File: config.mk
export PLATFORM = sky130hd
export DESIGN_NAME = sipo_rx_ctrl
export DESIGN_NICKNAME = d
export VERILOG_FILES = /design/src/rtl/sipo_rx_ctrl.sv
export SDC_FILE = /design/constraint.sdc
export NUM_CORES = 1
export LEC_CHECK = 0
export ABC_CLOCK_PERIOD_IN_PS = 1650
export BUFFER_PORTS_ARGS = -buffer_cell sky130_fd_sc_hd__buf_2
export CORE_MARGIN = 2
export CORE_UTILIZATION = 49
export CTS_CLUSTER_DIAMETER = 30
export DETAILED_ROUTE_END_ITERATION = 16
export PLACE_DENSITY = 0.72
export SLEW_MARGIN = 20
export SYNTH_ARGS = -nofsm -noshare
export SYNTH_HDL_FRONTEND = slang
export SYNTH_SLANG_ARGS = --single-unit
File: constraint.sdc
create_clock -name clk -period 1.65 [get_ports clk]
set_input_delay 0.0825 -clock clk [delete_from_list [all_inputs] [get_ports clk]]
set_output_delay 0.0825 -clock clk [all_outputs]
set_load 0.03 [all_outputs]
File: src/rtl/sipo_rx_ctrl.sv
// sipo_rx_ctrl -- serial-to-parallel receive controller.
//
// Frames a serial bit stream (MSB first) into a DW-bit word using a
// shift-left register. The finished word is held behind a valid/ready
// handshake.
//
// Optional feature macro: SIPO_RX_CTRL_PARITY_EN
//   When defined, each frame carries one trailing even-parity bit. That bit
//   is checked but is not shifted into the word.
//
// Ports
//   clk       rising-edge clock
//   rst       asynchronous active-high reset
//   sof       start-of-frame strobe
//   bit_vld   qualifies bit_dat
//   bit_dat   serial data bit
//   word_rdy  consumer ready
//   clr_ovr   clears the sticky overrun flag
//   word      assembled word; bit 0 is the last data bit received
//   word_vld  word available (HOLD)
//   busy      high in SHIFT or HOLD
//   ovr       sticky overrun flag
//   par_err   parity error, meaningful while word_vld=1
module sipo_rx_ctrl #(
  parameter int DW = 8
) (
  input  logic          clk,
  input  logic          rst,
  input  logic          sof,
  input  logic          bit_vld,
  input  logic          bit_dat,
  input  logic          word_rdy,
  input  logic          clr_ovr,
  output logic [DW-1:0] word,
  output logic          word_vld,
  output logic          busy,
  output logic          ovr,
  output logic          par_err
);

`ifdef SIPO_RX_CTRL_PARITY_EN
  localparam int NBITS = DW + 1;
`else
  localparam int NBITS = DW;
`endif
  // Sized for NBITS so the parity build can still count to DW+1.
  localparam int CW = $clog2(NBITS + 1);
  localparam logic [CW-1:0] LAST_M1 = CW'(NBITS - 1);

  typedef enum logic [1:0] {IDLE, SHIFT, HOLD} state_t;

  state_t        r_state;
  logic [DW-1:0] r_sr;
  logic [CW-1:0] r_cnt;
  logic          r_vld;
  logic          r_busy;
  logic          r_ovr;

  logic w_start;
  logic w_ovr_set;
  logic w_shift_en;
  logic w_last;

  // A sof is accepted in IDLE and SHIFT (abort). In HOLD it is accepted only
  // when the held word transfers on the same edge; otherwise it is an overrun.
  assign w_start   = sof && (r_state != HOLD || word_rdy);
  assign w_ovr_set = sof && r_state == HOLD && !word_rdy;
  assign w_last    = (r_cnt == LAST_M1);

`ifdef SIPO_RX_CTRL_PARITY_EN
  localparam logic [CW-1:0] CNT_DW = CW'(DW);
  logic r_par;
  logic r_perr;

  // The bit that arrives with count == DW is the parity bit and stays out of word.
  assign w_shift_en = (r_cnt != CNT_DW);

  // r_par is the running XOR of every accepted bit, including the parity bit.
  always_ff @(posedge clk or posedge rst) begin
    if (rst) begin
      r_par  <= 1'b0;
      r_perr <= 1'b0;
    end else if (w_start) begin
      r_par <= bit_vld & bit_dat;
    end else if (r_state == SHIFT && bit_vld) begin
      r_par <= r_par ^ bit_dat;
      if (w_last) r_perr <= r_par ^ bit_dat;
    end
  end

  assign par_err = r_perr;
`else
  assign w_shift_en = 1'b1;
  assign par_err    = 1'b0;
`endif

  always_ff @(posedge clk or posedge rst) begin
    if (rst) begin
      r_state <= IDLE;
      r_sr    <= '0;
      r_cnt   <= '0;
      r_vld   <= 1'b0;
      r_busy  <= 1'b0;
      r_ovr   <= 1'b0;
    end else begin
      // If set and clear arrive together, set wins.
      if (w_ovr_set)    r_ovr <= 1'b1;
      else if (clr_ovr) r_ovr <= 1'b0;

      if (w_start) begin
        // A bit that arrives together with sof is bit 0 of the new frame.
        r_state <= SHIFT;
        r_busy  <= 1'b1;
        r_vld   <= 1'b0;
        r_sr    <= bit_vld ? {{(DW-1){1'b0}}, bit_dat} : '0;
        r_cnt   <= bit_vld ? CW'(1) : '0;
      end else begin
        case (r_state)
          SHIFT: begin
            if (bit_vld) begin
              if (w_shift_en) r_sr <= {r_sr[DW-2:0], bit_dat};
              r_cnt <= r_cnt + 1'b1;
              if (w_last) begin
                r_state <= HOLD;
                r_vld   <= 1'b1;
              end
            end
          end
          HOLD: begin
            if (word_rdy) begin
              r_state <= IDLE;
              r_vld   <= 1'b0;
              r_busy  <= 1'b0;
            end
          end
          IDLE:    ;
          default: r_state <= IDLE;
        endcase
      end
    end
  end

  assign word     = r_sr;
  assign word_vld = r_vld;
  assign busy     = r_busy;
  assign ovr      = r_ovr;

endmodule

==> flow_metrics.env <==
export IMPL_finalCritPeriodShare_pct=91.9
export IMPL_vdd_ir_drop_max_mv=0.425
export IMPL_overflow=0
export IMPL_fin_util_pct=60.3
export IMPL_ios=19
export IMPL_row_count=14
export IMPL_drtIter0Drc=21
export IMPL_cts_buffers=3
export IMPL_hold_ws_ns=0.0409
export IMPL_r2r_start="r_state[0]"
export IMPL_synth_nets=75
export IMPL_ys_ff_latch=17
export IMPL_final_nets=97
export IMPL_worstSetupStartpointType="flip-flop"
export IMPL_cts_buffer_depth=2
export IMPL_critPathCaptureType="flip-flop"
export IMPL_netlist_instances=67
export IMPL_die_y_um=43.0
export IMPL_dieArea_um2=1850
export IMPL_crit_buf_inv=1
export IMPL_grt_use_total_pct=17.3
export IMPL_powerDensity_nw_per_um2=827
export IMPL_min_period_ns=1.52
export IMPL_cts_tree="yes"
export IMPL_drc_errors=0
export IMPL_start_util_pct=50.7
export IMPL_setup_violations=0
export IMPL_wire_per_inst_um=13.2
export IMPL_reg2reg_to="word[0]"
export IMPL_grt_max_degree=18
export IMPL_path_clk_slew_ns=0.10
export IMPL_cap_violations=0
export IMPL_htree_levels=1
export IMPL_area_growth_syn_to_layout_pct=19.0
export IMPL_endpoint="word[0]"
export IMPL_drv_slew=0
export IMPL_clock_skew_ns=0.00102
export IMPL_coreArea_um2=1470
export IMPL_cp_slowest_cell="or3b_4"
export IMPL_worst_slew_pin_slew_ns=0.633
export IMPL_drive_gt1_share_pct=28.4
export IMPL_fin_cells=104
export IMPL_grt_pass1_vias=539
export IMPL_cts_sinks=17
export IMPL_status="complete, no violations"
export IMPL_final_setup_tns_ns=0
export IMPL_cp_max_fo=10
export IMPL_yosysWarningCount=0
export IMPL_path_class="flip-flop to flip-flop"
export IMPL_worstSkewPairLatency_ns=0.28
export IMPL_die_w_um=43.0
export IMPL_synth_avg_cell_area_um2=11.1
export IMPL_antenna_found_initial=0
export IMPL_syn_cell_area_um2=746
export IMPL_vias=566
export IMPL_crit_chain="or3b_4 -> a21oi_1 -> buf_4 -> a32o_1"
export IMPL_reg2reg_slack_ns=0.13
export IMPL_max_freq_mhz=660
export IMPL_first_pass_iters=4
export IMPL_netlist_cell_type_count=25
export IMPL_gp_congestion=0.805
export IMPL_ctsResizeCount=0
export IMPL_critPathMaxStageDelay_ns=0.45
export IMPL_layout_common_cells="17 x dfrtp_1, 17 x buf_2, 9 x a22o_1"
export IMPL_wirelength_um=1370
export IMPL_hold_class="primary input to flip-flop"
export IMPL_hpwl_um=986
export IMPL_place_inst=98
export IMPL_diodes=0
export IMPL_slew_headroom_pct=57.8
export IMPL_worstPathArrival_ns=1.74
export IMPL_ys_seq_area_share_pct=57.0
export IMPL_synth_ff_type="dfrtp_1"
export IMPL_worst_r2r_path_depth=4
export IMPL_final_hold_violation_count=0
export IMPL_critPathTopFamily="simple AND/OR/NAND/NOR gates"
export IMPL_vias_per_cell=5.44
export IMPL_startpoint="r_state[0]"
export IMPL_grt_pass1_wl_um=2370
export IMPL_async_flop_share_pct=100
export IMPL_io_buffers=17
export IMPL_ant_nets=0
export IMPL_cp_required_ns=1.87
export IMPL_fill_cells=130
export IMPL_rsz0062_at_grt="no"
export IMPL_cp_depth=4
export IMPL_synth_edf_count=0
export IMPL_p_leak_uw=0.000460
export IMPL_min_delay_path_depth=2
export IMPL_cts_root_buffer="clkbuf_4"
==> where the power goes <==
part           total [uW]  switching, uW  internal [uW]  leakage (uW)
Clock                 215            125           89.8     0.0000177
Combinational        80.3           49.6           30.7      0.000217
Sequential            438           10.9            427      0.000225
==> kinds of logic (layout without fill, tap and decap cells) <==
| group | Yosys count | after routing | share of synthesized area, % |
|---|---|---|---|
| AOI/OAI and AO/OA | 22 | 22 | 22.0 |
| and+or+nand+nor | 18 | 18 | 13.1 |
| DFF | 17 | 17 | 57.0 |
| buffers and inverters | 7 | 28 | 4.53 |
| adders and majority gates | 1 | 1 | 1.68 |
| other | 1 | 1 | 0.503 |
| xor gates and xnor gates | 1 | 1 | 1.17 |
==> worst min-delay path by stage <==
stage,startpoint,endpoint,slack (ns)
6_report,sof,r_cnt[2],0.04
5_1_grt,sof,r_cnt[2],0.03
4_1_cts,sof,r_cnt[2],0.03
3_5_place_dp,rst,busy,0.19
3_3_place_gp,rst,busy,0.19
2_1_floorplan,rst,busy,0.009
==> synth_stat cells, types with 2 or more instances <==
master   count  area (um2)
buf_4        2        15.0
o21ai_0      4        20.0
a22o_1       9        78.8
inv_1        4        15.0
a21oi_1      3        15.0
nand2_1      8        30.0
dfrtp_1     17         425
nor2_1       2        7.51
nand3_1      2        10.0
==> metal layers <==
| metal | global-route usage (%) | up-vias | wire length (um) |
|---|---|---|---|
| li1 | - | 284 | - |
| met1 | 24.5 | 256 | 692 |
| met2 | 25.5 | 24 | 590 |
| met3 | 3.83 | 2 | 76 |
| met4 | 7.27 | 0 | 12 |
| met5 | 0 | - | 0 |
==> sequential cells by signal, summed over array words and instances (netlist names) <==
register  count
busy          1
word          8
r_cnt         4
r_state       2
word_vld      1
ovr           1
==> metrics by stage <==
stage / area, um2 / power (uW) / setup slack, ns
CTS: 887 / 740 / 0.139
finish: 887 / 733 / 0.134
detailed placement: 840 / 523 / 0.158
floorplan: 746 / 498 / 0.268
global route: 887 / 775 / 0.0419
global placement: 840 / 520 / 0.190
==> repair_timing <==
action,in CTS,in global routing
hold endpoints to repair,18,0
buffers inserted,0,0
hold buffers,2,0
==> cell type report <==
cell class	count	area (um2)	share of cell area (%)
Sequential cell	17	425	48.0
Multi-Input combinational cell	43	287	32.3
Timing Repair Buffer	20	113	12.7
Clock buffer	3	22.5	2.54
Tap cell	16	20.0	2.26
Inverter	4	15.0	1.69
Clock inverter	1	5.00	0.564
Note: power is estimated with default switching activity, not from simulation.
